## config.mk

```make
export PLATFORM = sky130hd
export DESIGN_NAME = alu_share_arbiter_flat
export DESIGN_NICKNAME = d
export VERILOG_FILES = /design/src/rtl/alu_share_if.sv /design/src/rtl/alu_share_arbiter.sv /design/src/flat_wrapper.sv
export SDC_FILE = /design/constraint.sdc
export NUM_CORES = 1
export LEC_CHECK = 0
export BUFFER_PORTS_ARGS = -buffer_cell sky130_fd_sc_hd__buf_2
export CORE_MARGIN = 2
export CORE_UTILIZATION = 33
export CTS_BUF_LIST = sky130_fd_sc_hd__clkbuf_16
export DETAILED_ROUTE_END_ITERATION = 8
export PLACE_DENSITY = 0.71
export SETUP_SLACK_MARGIN = 0.5
export SYNTH_ARGS = -nofsm -noshare
export SYNTH_HDL_FRONTEND = slang
export SYNTH_SLANG_ARGS = --single-unit
```

## constraint.sdc

```tcl
create_clock -name clk -period 2 [get_ports clk]
set_input_delay 0.1 -clock clk [delete_from_list [all_inputs] [get_ports clk]]
set_output_delay 0.1 -clock clk [all_outputs]
set_load 0.01 [all_outputs]
```

## src/rtl/alu_share_if.sv

```systemverilog
// rtl/alu_share_if.sv - request/response and shared-ALU signal bundle for alu_share_arbiter
interface alu_share_if #(
  parameter int WIDTH = 32
);
  logic             req0_valid;
  logic             req0_ready;
  logic [2:0]       req0_op;
  logic [WIDTH-1:0] req0_a;
  logic [WIDTH-1:0] req0_b;
  logic             rsp0_valid;
  logic             rsp0_ready;
  logic [WIDTH-1:0] rsp0_result;
  logic             rsp0_zero;

  logic             req1_valid;
  logic             req1_ready;
  logic [2:0]       req1_op;
  logic [WIDTH-1:0] req1_a;
  logic [WIDTH-1:0] req1_b;
  logic             rsp1_valid;
  logic             rsp1_ready;
  logic [WIDTH-1:0] rsp1_result;
  logic             rsp1_zero;

  logic [2:0]       alu_ctr;
  logic [WIDTH-1:0] alu_a;
  logic [WIDTH-1:0] alu_b;
  logic [WIDTH-1:0] alu_result;
  logic             alu_zero;

  // arbiter side
  modport slave (
    input  req0_valid, req0_op, req0_a, req0_b, rsp0_ready,
    input  req1_valid, req1_op, req1_a, req1_b, rsp1_ready,
    input  alu_result, alu_zero,
    output req0_ready, rsp0_valid, rsp0_result, rsp0_zero,
    output req1_ready, rsp1_valid, rsp1_result, rsp1_zero,
    output alu_ctr, alu_a, alu_b
  );

  // requesters plus ALU side
  modport master (
    output req0_valid, req0_op, req0_a, req0_b, rsp0_ready,
    output req1_valid, req1_op, req1_a, req1_b, rsp1_ready,
    output alu_result, alu_zero,
    input  req0_ready, rsp0_valid, rsp0_result, rsp0_zero,
    input  req1_ready, rsp1_valid, rsp1_result, rsp1_zero,
    input  alu_ctr, alu_a, alu_b
  );
endinterface

```

## src/rtl/alu_share_arbiter.sv

```systemverilog
// rtl/alu_share_arbiter.sv - two-port round-robin/fixed-priority sharer for one combinational ALU
module alu_share_arbiter #(
  parameter int WIDTH = 32,
  parameter bit RR    = 1'b1
) (
  input  logic        clk,
  input  logic        reset,
  alu_share_if.slave  bus
);

  typedef enum logic [1:0] {
    IDLE  = 2'd0,
    ISSUE = 2'd1,
    RESP  = 2'd2
  } state_t;

  state_t           state_q;
  state_t           state_d;
  logic             grant_q;
  logic             last_grant_q;
  logic [2:0]       op_q;
  logic [WIDTH-1:0] a_q;
  logic [WIDTH-1:0] b_q;
  logic [WIDTH-1:0] result_q;
  logic             zero_q;
  logic             win0;
  logic             win1;
  logic             rsp_fire;

  // Arbitration: on contention port 0 wins unless round-robin says it went last
  always_comb begin
    win0 = 1'b0;
    win1 = 1'b0;
    if (state_q == IDLE) begin
      win0 = bus.req0_valid && (!bus.req1_valid || !RR || last_grant_q);
      win1 = bus.req1_valid && !win0;
    end
  end

  // Next-state and output decode; ALU inputs are held at zero unless an op is in flight
  always_comb begin
    state_d         = state_q;
    rsp_fire        = 1'b0;
    bus.req0_ready  = 1'b0;
    bus.req1_ready  = 1'b0;
    bus.rsp0_valid  = 1'b0;
    bus.rsp1_valid  = 1'b0;
    bus.rsp0_result = result_q;
    bus.rsp1_result = result_q;
    bus.rsp0_zero   = zero_q;
    bus.rsp1_zero   = zero_q;
    bus.alu_ctr     = 3'b000;
    bus.alu_a       = '0;
    bus.alu_b       = '0;
    case (state_q)
      IDLE: begin
        bus.req0_ready = win0;
        bus.req1_ready = win1;
        if (win0 || win1) begin
          state_d = ISSUE;
        end
      end
      ISSUE: begin
        bus.alu_ctr = op_q;
        bus.alu_a   = a_q;
        bus.alu_b   = b_q;
        state_d     = RESP;
      end
      RESP: begin
        bus.alu_ctr    = op_q;
        bus.alu_a      = a_q;
        bus.alu_b      = b_q;
        bus.rsp0_valid = !grant_q;
        bus.rsp1_valid = grant_q;
        rsp_fire       = grant_q ? bus.rsp1_ready : bus.rsp0_ready;
        if (rsp_fire) begin
          state_d = IDLE;
        end
      end
      default: begin
        state_d = IDLE;
      end
    endcase
  end

  // State register, operand latch on handshake, result capture at the end of ISSUE
  always_ff @(posedge clk) begin
    if (reset) begin
      state_q      <= IDLE;
      grant_q      <= 1'b0;
      last_grant_q <= 1'b1;
      op_q         <= 3'b000;
      a_q          <= '0;
      b_q          <= '0;
      result_q     <= '0;
      zero_q       <= 1'b0;
    end else begin
      state_q <= state_d;
      if (win0 || win1) begin
        grant_q <= win1;
        op_q    <= win1 ? bus.req1_op : bus.req0_op;
        a_q     <= win1 ? bus.req1_a  : bus.req0_a;
        b_q     <= win1 ? bus.req1_b  : bus.req0_b;
      end
      if (state_q == ISSUE) begin
        result_q <= bus.alu_result;
        zero_q   <= bus.alu_zero;
      end
      if (rsp_fire) begin
        last_grant_q <= grant_q;
      end
    end
  end

endmodule

```

## src/flat_wrapper.sv

```systemverilog
// flat-port wrapper written by rule: the top's interface ports become plain ports
module alu_share_arbiter_flat 
#(
  parameter int WIDTH = 32,
  parameter bit RR    = 1'b1
)
  (clk, reset, bus_req0_valid, bus_req0_op, bus_req0_a, bus_req0_b, bus_rsp0_ready, bus_req1_valid, bus_req1_op, bus_req1_a, bus_req1_b, bus_rsp1_ready, bus_alu_result, bus_alu_zero, bus_req0_ready, bus_rsp0_valid, bus_rsp0_result, bus_rsp0_zero, bus_req1_ready, bus_rsp1_valid, bus_rsp1_result, bus_rsp1_zero, bus_alu_ctr, bus_alu_a, bus_alu_b);
  alu_share_if #(.WIDTH(WIDTH)) bus_i ();
  input  logic clk;
  input  logic reset;
  input wire logic [$bits(bus_i.req0_valid)-1:0] bus_req0_valid;
  input wire logic [$bits(bus_i.req0_op)-1:0] bus_req0_op;
  input wire logic [$bits(bus_i.req0_a)-1:0] bus_req0_a;
  input wire logic [$bits(bus_i.req0_b)-1:0] bus_req0_b;
  input wire logic [$bits(bus_i.rsp0_ready)-1:0] bus_rsp0_ready;
  input wire logic [$bits(bus_i.req1_valid)-1:0] bus_req1_valid;
  input wire logic [$bits(bus_i.req1_op)-1:0] bus_req1_op;
  input wire logic [$bits(bus_i.req1_a)-1:0] bus_req1_a;
  input wire logic [$bits(bus_i.req1_b)-1:0] bus_req1_b;
  input wire logic [$bits(bus_i.rsp1_ready)-1:0] bus_rsp1_ready;
  input wire logic [$bits(bus_i.alu_result)-1:0] bus_alu_result;
  input wire logic [$bits(bus_i.alu_zero)-1:0] bus_alu_zero;
  output wire logic [$bits(bus_i.req0_ready)-1:0] bus_req0_ready;
  output wire logic [$bits(bus_i.rsp0_valid)-1:0] bus_rsp0_valid;
  output wire logic [$bits(bus_i.rsp0_result)-1:0] bus_rsp0_result;
  output wire logic [$bits(bus_i.rsp0_zero)-1:0] bus_rsp0_zero;
  output wire logic [$bits(bus_i.req1_ready)-1:0] bus_req1_ready;
  output wire logic [$bits(bus_i.rsp1_valid)-1:0] bus_rsp1_valid;
  output wire logic [$bits(bus_i.rsp1_result)-1:0] bus_rsp1_result;
  output wire logic [$bits(bus_i.rsp1_zero)-1:0] bus_rsp1_zero;
  output wire logic [$bits(bus_i.alu_ctr)-1:0] bus_alu_ctr;
  output wire logic [$bits(bus_i.alu_a)-1:0] bus_alu_a;
  output wire logic [$bits(bus_i.alu_b)-1:0] bus_alu_b;
  assign bus_i.req0_valid = bus_req0_valid;
  assign bus_i.req0_op = bus_req0_op;
  assign bus_i.req0_a = bus_req0_a;
  assign bus_i.req0_b = bus_req0_b;
  assign bus_i.rsp0_ready = bus_rsp0_ready;
  assign bus_i.req1_valid = bus_req1_valid;
  assign bus_i.req1_op = bus_req1_op;
  assign bus_i.req1_a = bus_req1_a;
  assign bus_i.req1_b = bus_req1_b;
  assign bus_i.rsp1_ready = bus_rsp1_ready;
  assign bus_i.alu_result = bus_alu_result;
  assign bus_i.alu_zero = bus_alu_zero;
  assign bus_req0_ready = bus_i.req0_ready;
  assign bus_rsp0_valid = bus_i.rsp0_valid;
  assign bus_rsp0_result = bus_i.rsp0_result;
  assign bus_rsp0_zero = bus_i.rsp0_zero;
  assign bus_req1_ready = bus_i.req1_ready;
  assign bus_rsp1_valid = bus_i.rsp1_valid;
  assign bus_rsp1_result = bus_i.rsp1_result;
  assign bus_rsp1_zero = bus_i.rsp1_zero;
  assign bus_alu_ctr = bus_i.alu_ctr;
  assign bus_alu_a = bus_i.alu_a;
  assign bus_alu_b = bus_i.alu_b;
  alu_share_arbiter #(.WIDTH(WIDTH), .RR(RR)) u_core (.clk(clk), .reset(reset), .bus(bus_i));
endmodule
```

==> results.json <==
{
  "arithmetic_cell_share_of_the_synthesized_area_counting_full_adders_half_adders_and_majority_gates_pct": 0.923,
  "fp-row-count": 46,
  "r2r_startpoint": "u_core.state_q[0]$_SDFFE_PP0P_",
  "rr_endpoint": "u_core.a_q[21]$_SDFFE_PP0P_",
  "synth.mux.area_fraction_pct": 6.46,
  "detailedRoute.firstIterationViolations": 468,
  "critical-path-top-delay-family": "buffers and inverters",
  "rsz0062_at_grt": "true",
  "synth_fp_nets": 814,
  "worst_ep_required_time_ns": 2.25,
  "whs_path_depth": 3,
  "mostFrequentLayoutCell": "buf_2",
  "post-place-ws_ns": 0.366,
  "setup_viol_count_final": 0,
  "post_route_cells_drive_above_1_share_pct": 55.2,
  "max_slew.worst_pin.slew_ns": 0.578,
  "setup_ws_ns": 0.242,
  "worstPathCellList": "inv_4 -> ha_4 -> buf_6 -> o21a_4 -> buf_6 -> clkbuf_16 -> clkbuf_16 -> nor2_1 -> a311oi_2",
  "cts.clk_slew.worst_paths_ns": 0.08,
  "area.sequential_um2": 2080,
  "yosys-top-cells-area": "dfxtp_1 38%, and2_1 8.0%, a311oi_1 7.8%",
  "synth-compound-area-share_pct": 20.4,
  "cts_num_sinks": 104,
  "grt_max_degree": 75,
  "mostFrequentLayoutCells": "263 x buf_2, 102 x dfxtp_1, 96 x nor2_1, 54 x buf_6, 53 x nand3_1",
  "area_delta_synth_final_pct": 74.9,
  "result_of_the_run": "complete, no violations",
  "critical_path.max_fanout": 5,
  "worst_ir_drop_vdd_uv": 768,
  "critical_path_buf_inv_count": 5,
  "power-per-cell-area_nw_per_um2": 1690,
  "clock_path_buffers": 2,
  "finish.cell_count_without_fillers": 1187,
  "seq_total_area_yosys_pct": 38.4,
  "multi_input_area_um2": 3190,
  "totalWireLength_mm": 24.9,
  "postSynthAreaPerCell_um2": 8.51,
  "wire_length_of_the_first_global_routing_pass_mm": 29.0,
  "hold_path.startpoint": "bus_req1_b[4]",
  "min_to": "u_core.b_q[4]$_SDFFE_PP0P_",
  "finalNetCount": 1143,
  "dp_hpwl_mm": 11.5,
  "synth_top_area_share_pct": 38.4,
  "ys.warnings.count": 0,
  "synth-xor-area-share_pct": 0,
  "endpoint_kind": "register",
  "io_pins": 310,
  "report.final.hold_viol_count": 0,
  "post-place-cells": 1075,
  "timing.reg2reg.worst_path_depth": 9,
  "drt_pre_antenna_iters": 4,
  "clock-root-buffer": "clkbuf_16",
  "cts_tree": "done",
  "main_combinational_cell_family_by_area_after_synthesis": "simple AND/OR/NAND/NOR gates",
  "rrSetupSlack_ns": 0.24,
  "path_type_of_the_worst_setup_path": "reg2reg",
  "final.hold.worst_slack_ns": 0.0102,
  "hold_class": "in2reg",
  "slew-limit-headroom_pct": 61.5,
  "first_global_vias": 5489,
  "met2_wirelength_mm": 11.9,
  "topRoutingLayerUsed": "met4",
  "avgViaCountPerCell": 5.37,
  "timing.final.max_slew_violations": 0,
  "total_routing_usage_reported_by_global_routing_pct": 20.9,
  "die_x_um": 132,
  "number_of_clock_buffers_inserted_by_tritoncts": 9,
  "antenna_found_initial": 0,
  "setup_total_negative_slack_ns": 0,
  "h_tree_lvls": 3,
  "design.die.area_um2": 17500,
  "timing.critical_path.slowest_stage_cell": "dfxtp_2",
  "leftover_overflow_at_the_end_of_global_routing": 0,
  "remaining_drc_errors": 0,
  "synth.ff_latch_count": 104,
  "finalWeightedCongestion": 0.767,
  "met3RoutedLength_mm": 2.36,
  "drt-met1-wl_mm": 9.93,
  "n_antenna_cell": 0,
  "fraction_of_the_mapped_netlist_area_in_simple_logic_gates_pct": 23.0,
  "synth.largest_area_cell": "dfxtp_1",
  "core_region_area_um2": 16000,
  "initial_core_util_pct": 33.9,
  "mapped_area_um2": 5420,
  "route.detailed.wl_per_inst_um": 21.0,
  "power.leakage_nw": 4.27,
  "fin_crit_ns": 1.76,
  "crit_path_max_incr_delay_ns": 0.34,
  "ys_types": 27,
  "postRouteAntennaNets": 0,
  "chipHeight_um": 132,
  "final.setup_skew_ns": 0.00986,
  "num_vias": 6372,
  "critPathLaunchType": "register",
  "num-fill-cells": 1380,
  "synthCells": 637,
  "worstSkewPairLatency_ns": 0.35,
  "setup.worst_path.start": "u_core.state_q[0]$_SDFFE_PP0P_",
  "arrival_time_of_data_at_the_critical_path_endpoint_ns": 2.01,
  "timing.fmax_ghz": 0.569,
  "io_buffer_count": 309,
  "final_period_util_pct": 87.9,
  "max-cap-violations": 0
}
per-layer routing:
layer / vias up / global-route usage, %
met4: 0 / 7.41
met5: - / 0
li1: 2880 / -
met1: 3024 / 25.7
met3: 66 / 4.42
met2: 402 / 36.2
cells in the mapped netlist:
cell and n:
buf_6 3, nor2_1 102, a311oi_1 48, a22oi_1 1, nor3_1 1, and2_1 69, nor2b_1 1, dfxtp_1 104
clkbuf_1 29, and2_2 1, buf_4 38, o21ai_1 20, nand3_1 57, nand3_2 10, inv_1 3, o31ai_1 1
a211o_1 1, a21oi_1 4, nand2b_1 2, a311oi_2 19, buf_2 30, o21ai_0 48, ha_1 4, o21bai_1 1
o21a_1 1, mux2i_1 35, nand2_1 4
state kept, by name, indices dropped and copies added, names as in the netlist:
signal,count
u_core.a_q,32
u_core.b_q,32
u_core.bus.rsp0_result,32
u_core.op_q,3
u_core.state_q,2
u_core.bus.rsp0_zero,1
u_core.grant_q,1
u_core.last_grant_q,1
cell families (layout without fill, tap and decap cells):
group | count (synthesis) | count (layout)
AOI/OAI and AO/OA | 144 | 144
adders and majority gates | 4 | 4
buffers and inverters | 103 | 437
DFF | 104 | 104
muxes | 35 | 35
and+or+nand+nor | 247 | 247
worst register-to-register path, stage by stage, from the launching register on:
cell       delay [ns]
dfxtp_2          0.34
inv_4            0.07
ha_4             0.18
buf_6            0.11
o21a_4           0.18
buf_6            0.12
clkbuf_16        0.15
clkbuf_16        0.16
nor2_1           0.07
a311oi_2         0.30
cell type report:
type	count	area share (%)
clock inverters	7	1.04
flip-flops and latches	104	22.0
inverters	3	0.145
clock buffers	9	2.37
multi-input cells	430	33.7
well taps	216	2.85
repair buffers	418	38.0
per-stage QoR:
| step | util, % | instance area, um2 | total power [mW] |
|---|---|---|---|
| global route | 59.3 | 9490 | 16.7 |
| global placement | 43.2 | 6920 | 8.72 |
| finish | 59.3 | 9490 | 16.1 |
| floorplan | - | 5430 | 7.10 |
| CTS | 49.4 | 7900 | 12.1 |
| detailed placement | 43.2 | 6920 | 8.79 |
report_power, final:
group	total, mW	internal (mW)	switching [mW]
Clock	1.99	1.11	0.879
Sequential	3.30	2.82	0.482
Combinational	10.8	5.61	5.15
Total	16.1	9.55	6.51
worst max-delay path by stage:
stage | end | slack [ns] | depth (start not counted)
after global placement | u_core.b_q[31]$_SDFFE_PP0P_ | 0.47 | 6
after global routing | u_core.a_q[21]$_SDFFE_PP0P_ | 0.18 | 9
final | u_core.a_q[21]$_SDFFE_PP0P_ | 0.24 | 9
after detailed placement | u_core.b_q[2]$_SDFFE_PP0P_ | 0.37 | 6
after floorplan | u_core.b_q[21]$_SDFFE_PP0P_ | 0.51 | 8
after CTS | bus_alu_a[2] | 0.30 | 6
timing repair:
item,in CTS,in global routing
hold buffers,28,0
cloned,6,34
buffers inserted,9,19
endpoints found under the hold margin,28,0
pin swaps,8,49
gates resized for setup,37,154
endpoints found under the setup margin,138,138
Power figures use the tool's default switching activity.
